==> src/rtl/morse_number_encoder.sv <==
// Keys out decimal digits 0..9 as five-symbol Morse characters, including the trailing character gap.
// Defining MORSE_ENC_ERR_EN rejects codes 10..15 with an err pulse. Without it, those codes fold modulo 10.
module morse_number_encoder #(
    parameter int UNIT_CYCLES = 4
) (
    input  logic       clk,
    input  logic       rst_n,
    input  logic       start,
    input  logic [3:0] digit,
    output logic       morse_out,
    output logic       busy,
    output logic       done,
    output logic       err
);

    localparam int CNT_W = (3 * UNIT_CYCLES > 1) ? $clog2(3 * UNIT_CYCLES) : 1;
    localparam logic [CNT_W-1:0] UNIT_LAST = CNT_W'(UNIT_CYCLES - 1);
    localparam logic [CNT_W-1:0] DASH_LAST = CNT_W'(3 * UNIT_CYCLES - 1);

    typedef enum logic [1:0] {IDLE, MARK, SPACE, TAIL} state_t;

    state_t           state;
    logic [CNT_W-1:0] cnt;
    logic [2:0]       sym;
    logic [3:0]       code;
    logic [CNT_W-1:0] mark_last;
    logic             accept;

    function automatic logic [3:0] fold_digit(input logic [3:0] d);
        return (d > 4'd9) ? d - 4'd10 : d;
    endfunction

    // Digits 1..5 start with dots, and digits 6..9 start with dashes. Digit 0 is all dashes.
    function automatic logic is_dash(input logic [3:0] d, input logic [2:0] idx);
        if (d == 4'd0)
            return 1'b1;
        else if (d <= 4'd5)
            return {1'b0, idx} >= d;
        else
            return {1'b0, idx} < (d - 4'd5);
    endfunction

`ifdef MORSE_ENC_ERR_EN
    assign accept = start && (digit <= 4'd9);
`else
    assign accept = start;
`endif

    always_comb begin
        mark_last = UNIT_LAST;
        if (is_dash(code, sym))
            mark_last = DASH_LAST;
    end

    always_ff @(posedge clk or negedge rst_n) begin
        if (!rst_n) begin
            state     <= IDLE;
            cnt       <= '0;
            sym       <= '0;
            code      <= '0;
            morse_out <= 1'b0;
            busy      <= 1'b0;
            done      <= 1'b0;
`ifdef MORSE_ENC_ERR_EN
            err       <= 1'b0;
`endif
        end else begin
            done <= 1'b0;
`ifdef MORSE_ENC_ERR_EN
            err  <= 1'b0;
`endif
            unique case (state)
                IDLE: begin
                    if (accept) begin
                        state     <= MARK;
                        code      <= fold_digit(digit);
                        cnt       <= '0;
                        sym       <= '0;
                        morse_out <= 1'b1;
                        busy      <= 1'b1;
                    end
`ifdef MORSE_ENC_ERR_EN
                    else if (start) begin
                        err <= 1'b1;
                    end
`endif
                end
                MARK: begin
                    if (cnt == mark_last) begin
                        cnt       <= '0;
                        morse_out <= 1'b0;
                        state     <= (sym == 3'd4) ? TAIL : SPACE;
                    end else begin
                        cnt <= cnt + 1'b1;
                    end
                end
                SPACE: begin
                    if (cnt == UNIT_LAST) begin
                        cnt       <= '0;
                        sym       <= sym + 1'b1;
                        morse_out <= 1'b1;
                        state     <= MARK;
                    end else begin
                        cnt <= cnt + 1'b1;
                    end
                end
                TAIL: begin
                    // The done cycle is also an idle cycle, so a start here chains the next character directly.
                    if (cnt == DASH_LAST) begin
                        cnt   <= '0;
                        sym   <= '0;
                        busy  <= 1'b0;
                        done  <= 1'b1;
                        state <= IDLE;
                    end else begin
                        cnt <= cnt + 1'b1;
                    end
                end
                default: state <= IDLE;
            endcase
        end
    end

`ifndef MORSE_ENC_ERR_EN
    assign err = 1'b0;
`endif

endmodule

==> config.mk <==
export PLATFORM = sky130hd
export DESIGN_NAME = morse_number_encoder
export DESIGN_NICKNAME = d
export VERILOG_FILES = /design/src/rtl/morse_number_encoder.sv
export SDC_FILE = /design/constraint.sdc
export NUM_CORES = 1
export LEC_CHECK = 0
export CORE_MARGIN = 1
export CORE_UTILIZATION = 45
export CTS_CLUSTER_DIAMETER = 120
export CTS_CLUSTER_SIZE = 30
export DETAILED_ROUTE_END_ITERATION = 7
export PLACE_DENSITY = 0.65
export SLEW_MARGIN = 20
export SYNTH_ARGS = -nofsm -noshare
export SYNTH_HDL_FRONTEND = slang
export SYNTH_SLANG_ARGS = --single-unit
export TNS_END_PERCENT = 50
==> constraint.sdc <==
create_clock -name clk -period 2.8 [get_ports clk]
set_input_delay 0.28 -clock clk [delete_from_list [all_inputs] [get_ports clk]]
set_output_delay 0.28 -clock clk [all_outputs]
set_load 0.03 [all_outputs]
### Word level (Yosys, flattened, before mapping)

Index checks and enable logic that the tools add are counted.

| word-level totals | value |
|---|---|
| flip-flop bits (word level) | 16 |
| input port bits | 7 |
| output and inout port bits | 4 |

| cells by class | value |
|---|---|
| add/subtract/negate cells | 4 |
| $lt $le $gt $ge | 4 |
| eq/ne operators | 11 |
| mux-type cells | 27 |
| reduce and logical (&&, ||, !) cells | 10 |

Operator list:

| operator | number |
|---|---|
| two-way mux 4 bit | 6 |
| case mux 4 bit (4 select lines) | 1 |
| AND reduction 4 bit | 3 |
| two-way mux 1 bit | 9 |
| two-way mux 3 bit | 3 |
| case mux 3 bit (3 select lines) | 1 |
| two-way mux 2 bit | 4 |
| != test 2 bit (second input constant) | 4 |
| case mux 2 bit (4 select lines) | 1 |
| nonzero test 3 bit | 2 |
| adder 4 x 1 -> 4 bit (second input constant) | 1 |
| equality test 2 bit (second input constant) | 2 |
| equality test 4 x 2 -> 1 bit (second input constant) | 1 |
| equality test 4 bit | 1 |
| equality test 4 bit (second input constant) | 1 |
| >= comparator 3 x 4 -> 1 bit | 1 |
| > comparator 4 bit (second input constant) | 1 |
| less-or-equal comparator 4 x 3 -> 1 bit (second input constant) | 1 |
| logical NOT 4 bit | 1 |
| less-than comparator 3 x 4 -> 1 bit | 1 |
| subtractor 4 x 3 -> 4 bit (second input constant) | 1 |
| subtractor 4 bit (second input constant) | 1 |
| adder 3 x 1 -> 3 bit (second input constant) | 1 |
| equality test 3 bit (second input constant) | 1 |
| 7 further kinds | 7 |

### Depth between registers and ports, before layout

Gate-level depths: netlist of run 1.

| depth | value |
|---|---|
| depth in word-level cells | 8 |
| depth in mapped cells | 10 |
| depth with buffers taken out | 9 |

### Least setup slack after synthesis of run 1

Ideal clock, no wire load.

| timing path | value |
|---|---|
| path type | register to register |
| from | register code[0] |
| to | register state[0] |
| setup time | 0.094 ns |
| data arrival time | 2.132 ns |
| path slack | 0.574 ns |
| cell stages (with the launch flop) | 11 |
| path through | dfrtp_1 > inv_1 > ha_1 > xor2_1 > ha_1 > a21oi_1 > o21ai_0 > a32o_1 > buf_6 > mux2_4 > a221oi_2 |

| between the ends | value |
|---|---|
| word-level cells in the longest chain between the ends | 8 |
| elaborated cells on any way between the ends | 11 |
| classes of those cells | 1 x add/sub; 3 x order compare; 2 x eq/ne; 3 x mux; 2 x reduce/logical |

Ends and longest elaborated chain:

| what | line | text |
|---|---|---|
| from (decl) | 25 | `logic [3:0] code;` |
| from (signal assigned) | 76 | `code <= fold_digit(digit);` |
| subtractor 4 x 3 -> 4 bit | 40 | `return {1'b0, idx} < (d - 4'd5);` |
| less-than comparator 3 x 4 -> 1 bit | 40 |  |
| two-way mux 1 bit | 37 | `else if (d <= 4'd5)` |
| two-way mux 1 bit * | 35 | `if (d == 4'd0)` |
| two-way mux 4 bit * | 51 | `if (is_dash(code, sym))` |
| equality test 4 bit * | 89 | `if (cnt == mark_last) begin` |
| != test 2 bit (no source line) * | - |  |
| AND reduction 4 bit (no source line) * | - |  |
| to (signal assigned) | 92 | `state <= (sym == 3'd4) ? TAIL : SPACE;` |
| to (decl) | 22 | `state_t state;` |

Every way passes the cells marked *; elsewhere a longest branch is shown, timed or not.
A chain may end at the register's enable or synchronous reset.

### Worst setup path in the final report of run 1

Ends and elaborated chain as after synthesis.

==> results.yml, run 1 <==
die:
  io_pins: 11
  rows: 18
  coreArea_um2: 2500
  die_y_um: 53.5
  die-area_um2: 2860
  initial_core_util: 0.476
  fp.dieW_um: 53.5
worst_setup_path:
  worstReg2RegEnd: "state[0]"
  crit_type: "register to register"
  cpPeakStageDelay_ns: 0.43
  rrSetupSlack_ns: 0.34
  path_cells: "inv_1 > ha_1 > xor2_1 > ha_1 > nand2_1 > o21ai_0 > a32o_1 > mux2_4 > a221oi_2"
  setup.worst_path.start_class: "register"
  r2r-start: "code[0]"
  crit_required_ns: 2.99
  cpLargestDelayFamily: "compound AO/OA/AOI/OAI gates"
  path_max_fanout: 7
  cp-end-kind: "register"
  crit_buf_inv: 1
  cpMaxStageDelayCell: "dfrtp_1"
  critPathArrivalTime_ns: 2.65
  path_common_cell: "ha_1"
  r2r_cells: 9
clock_tree:
  cts_sinks: 16
  root_buffer: "clkbuf_4"
  cts_buffer_depth: 2
  ctsHoldBuffers: 0
  h-tree-depth: 1
  clkSlewWorstSetupHoldPaths_ns: 0.10
  cts_tree: "built"
  cts_buffers: 3
  cts.repair.resized: 0
  post_cts_buffers: 0
  insertion_delay_ns: 0.29
cells_and_area:
  fill_cells: 242
  design_area_um2: 1300
  final_cell_mix: "16 x dfrtp_1, 15 x nand2_1, 14 x o21ai_0"
  area_growth_pct: 9.45
  num-nets-final: 165
  diodes: 0
  final_cells: 173
  layout_commonest_cell: "dfrtp_1"
  drive_gt1_frac: 0.0629
placement:
  dp_hpwl_um: 1870
  place.port_buffers: 9
  placed_area_um2: 1280
  dp.cells: 170
  gp_congestion: 0.829
hold_path:
  hold_path.class: "input pin to async pin"
power:
  switching_share: 0.472
  clkPwrFrac: 0.084
  power_frac_comb: 0.577
  ir_worst_vdd_v: 0.000774
  p_int_uw: 786
  pwr-share-seq: 0.338
  p_sw_uw: 703
  power.total_uw: 1490
  powerDensity_nw_per_um2: 1140
  power.leakage_uw: 0.000565
detailed_routing:
  drcViolationCount: 0
  dr.pass1.iters: 4
  wl_um: 2590
  viasPerCell: 5.69
  avgRoutedWirePerCell_um: 15.0
  vias: 984
  ant_nets: 0
  dr.first_iter.drc_count: 24
sta:
  finalSetupViolations: 0
  period_share: 0.878
  finalHoldViolations: 0
  min_period_ns: 2.46
  tightest_slew_ns: 0.770
  clock_skew_ns: 0.00708
  slew_headroom: 0.485
  setup_tns_ns: 0
  slew_viol_final: 0
  grt_setup_unrepaired: "false"
  fmax_ghz: 0.407
global_route:
  grt_max_degree: 18
  grt.total_usage: 0.207
  antenna_found_initial: 0
  grt_pass1_vias: 866
  grt_pass1_wl_um: 4130
  grt-ovfl-total: 0
logic_synthesis:
  syn_inst: 138
  yosys_warnings: 0
  synth-async-reset-ratio: 1.00
  synth_top_family_by_area: "compound AO/OA/AOI/OAI gates"
  ys_ff_latch: 16
  muxShareOfSynthArea: 0.0431
  yosysSeqAreaShare: 0.336
  ys.flop_type: "dfrtp_1"
  syn_nets: 158
  synth_compound_area_frac: 0.221
  synth_cell_type_count: 38
  syn_area_per_cell_um2: 8.63
  synth-edff-count: 0
  synth-simple-area-share: 0.175
  synthAdderAreaFrac: 0.137
  synth-xor-area-share: 0.0221
  netlist_area_um2: 1190
job:
  drv_cap: 0
run_status:
  status: "completed"
==> metal layers <==
metal	GRT usage	wire [um]	vias to the layer above	share of wire
li1	-	-	500	-
met1	0.286	1310	471	0.50
met2	0.321	1220	9	0.47
met3	0.0259	40	4	0.015
met4	0.0789	26	0	0.010
met5	0	0	-	0
==> through the flow <==
step,hold slack (ns),setup slack (ns),utilization
after floorplan,-0.0156,0.574,-
after global routing,0.490,0.186,0.522
final,0.430,0.340,0.522
after global placement,0.511,0.476,0.513
after CTS,0.454,0.345,0.522
after detailed placement,0.513,0.366,0.513
==> worst max path at each step <==
stage | slack, ns | start | depth (start not counted) | endpoint
final | 0.34 | code[0] | 9 | state[0]
after global routing | 0.19 | code[0] | 9 | state[0]
after CTS | 0.35 | code[0] | 9 | state[0]
after detailed placement | 0.37 | code[0] | 9 | state[0]
after global placement | 0.48 | code[0] | 9 | morse_out
after floorplan | 0.57 | code[0] | 10 | state[0]
==> kinds of logic after synthesis <==
family	Yosys count
AND/OR/NAND/NOR	45
AO/OA/AOI/OAI	39
buffers and inverters	17
flip-flops	16
adder cells (fa/ha/maj)	13
multiplexers	4
XOR/XNOR	3
other	1
==> registers in the layout, summed over array words and instances, names as in the netlist <==
register / flops
state: 2
code: 4
sym: 3
cnt: 4
busy: 1
morse_out: 1
done: 1
==> power groups by stage <==
stage               sequential, uW  clock, uW  combinational (uW)
detailed placement             511          0                 860
floorplan                      443          0                 761
CTS                            506        125                 862
global route                   532        139                 965
finish                         504        125                 860
global placement               505          0                 843
==> layout make-up <==
cell class / count / area, um2 / area share
inverters: 10 / 37.5 / 0.0288
flip-flops and latches: 16 / 400 / 0.307
multi-input cells: 105 / 716 / 0.549
well taps: 30 / 37.5 / 0.0288
clock buffers: 3 / 22.5 / 0.0173
repair buffers: 9 / 90.1 / 0.0691
==> Yosys cell counts (2+ instances only) <==
master,number,share of area
xnor2_1,2,0.015
nor2_1,9,0.028
nand3_1,6,0.025
o21ai_0,14,0.059
nand2_1,15,0.047
o41ai_1,2,0.015
nor2b_1,3,0.016
mux2_4,2,0.025
dfrtp_1,16,0.34
nor3_1,5,0.021
ha_1,13,0.14
a21oi_1,6,0.025
nand2b_1,5,0.026
inv_1,10,0.032
o31ai_1,2,0.013
clkbuf_1,5,0.016
o211ai_1,2,0.013
No activity file was read; power rests on OpenSTA's default activity.
==> inputs of run 2 (changes only) <==
==> constraint.sdc (replaced) <==
create_clock -name clk -period 3.1 [get_ports clk]
set_input_delay 0.31 -clock clk [delete_from_list [all_inputs] [get_ports clk]]
set_output_delay 0.31 -clock clk [all_outputs]
set_load 0.03 [all_outputs]
==> run 2 against run 1 <==
Register-to-register slack improved by 0.32 ns. Global-route usage is 0.24 points lower. Setup slack improved by 0.32 ns. Clock power is 13% lower. Clock-buffer cell count unchanged.
==> results.yml, run 2 (synthesized netlist as in run 1, its figures left out) <==
clock_tree:
  cts.repair.resized: 0
  ctsHoldBuffers: 0
  root_buffer: "clkbuf_4"
  cts_tree: "built"
  cts_buffer_depth: 2
  h-tree-depth: 1
  clkSlewWorstSetupHoldPaths_ns: 0.09
  post_cts_buffers: 0
  cts_sinks: 16
  insertion_delay_ns: 0.29
  cts_buffers: 3
die:
  die-area_um2: 2860
  initial_core_util: 0.476
  io_pins: 11
  coreArea_um2: 2500
  die_y_um: 53.5
  rows: 18
  fp.dieW_um: 53.5
detailed_routing:
  dr.pass1.iters: 5
  ant_nets: 0
  drcViolationCount: 0
  wl_um: 2530
  dr.first_iter.drc_count: 30
  vias: 1000
  avgRoutedWirePerCell_um: 14.6
  viasPerCell: 5.78
global_route:
  grt-ovfl-total: 0
  grt_pass1_wl_um: 4080
  grt_pass1_vias: 863
  antenna_found_initial: 0
  grt.total_usage: 0.204
  grt_max_degree: 18
cells_and_area:
  diodes: 0
  layout_commonest_cell: "dfrtp_1"
  area_growth_pct: 9.45
  reg_top3: "cnt (4), code (4), sym (3)"
  drive_gt1_frac: 0.0629
  final_cell_mix: "16 x dfrtp_1, 15 x nand2_1, 14 x o21ai_0"
  fin_util: 0.522
  num-nets-final: 165
sta:
  clock_skew_ns: 0.00543
  fmax_ghz: 0.409
  grt_setup_unrepaired: "false"
  tightest_slew_ns: 0.734
  finalHoldViolations: 0
  period_share: 0.788
  fin_hold_ws_ns: 0.450
  min_period_ns: 2.44
  slew_headroom: 0.509
  setup_tns_ns: 0
  slew_viol_final: 0
  finalSetupViolations: 0
worst_setup_path:
  crit_start: "code[0]"
  crit_required_ns: 3.30
  setup.worst_path.start_class: "register"
  r2r-start: "code[0]"
  path_max_fanout: 7
  cp-end-kind: "register"
  crit_type: "register to register"
  critPathArrivalTime_ns: 2.64
placement:
  place.port_buffers: 9
  gp_congestion: 0.829
  dp_hpwl_um: 1850
run_status:
  status: "completed"
job:
  drv_cap: 0
power:
  ir_worst_vdd_v: 0.000690
  power.leakage_uw: 0.000565
  powerDensity_nw_per_um2: 1030
hold_path:
  hold_path.class: "input pin to async pin"
[run 2: report_power, final]
part           switching (uW)  leakage (uW)  internal [uW]
Combinational             410      0.000356            364
Clock                    64.1     0.0000138           45.2
Sequential                153      0.000196            301
Total                     627      0.000565            710
[run 2: metal layers]
| metal | up-vias | GRT usage | part of all wire |
|---|---|---|---|
| li1 | 499 | - | - |
| met1 | 476 | 0.272 | 0.49 |
| met2 | 20 | 0.323 | 0.47 |
| met4 | 0 | 0.0921 | 0.017 |
| met5 | - | 0 | 0 |
| met3 | 5 | 0.0259 | 0.029 |
[run 2: path summary, 6_finish.rpt]
| check | end | slack, ns | cells past startpoint |
|---|---|---|---|
| max in group asynchronous | state[1] | 2.19 | 1 |
| min in group clk | sym[0] | 0.52 | 1 |
| worst max-delay path | state[0] | 0.66 | 9 |
| worst min-delay path | cnt[0] | 0.45 | 1 |
| worst min register to register | sym[0] | 0.52 | 1 |
| worst max register to register | state[0] | 0.66 | 9 |
[run 2: layout make-up]
cell class / instances / area, um2
timing repair buffer: 9 / 90.1
multi-input combinational: 105 / 716
tap: 30 / 37.5
inverter: 10 / 37.5
fill: 233 / 1200
sequential: 16 / 400
clock buffer: 3 / 22.5
[run 2: per-stage QoR]
stage	instances	setup WS, ns	total power, uW	area, um2
2_1_floorplan	138	0.874	1090	1190
3_5_place_dp	170	0.665	1240	1280
3_3_place_gp	170	0.776	1220	1280
5_1_grt	173	0.489	1480	1300
6_report	173	0.658	1340	1300
4_1_cts	173	0.647	1350	1300
[run 2: worst max-delay path: stages (launching register included)]
cell	delay [ns]
dfrtp_1	0.42
inv_1	0.11
ha_1	0.25
xor2_1	0.15
ha_1	0.30
nand2_1	0.05
o21ai_0	0.15
a32o_1	0.37
mux2_4	0.34
a221oi_2	0.22
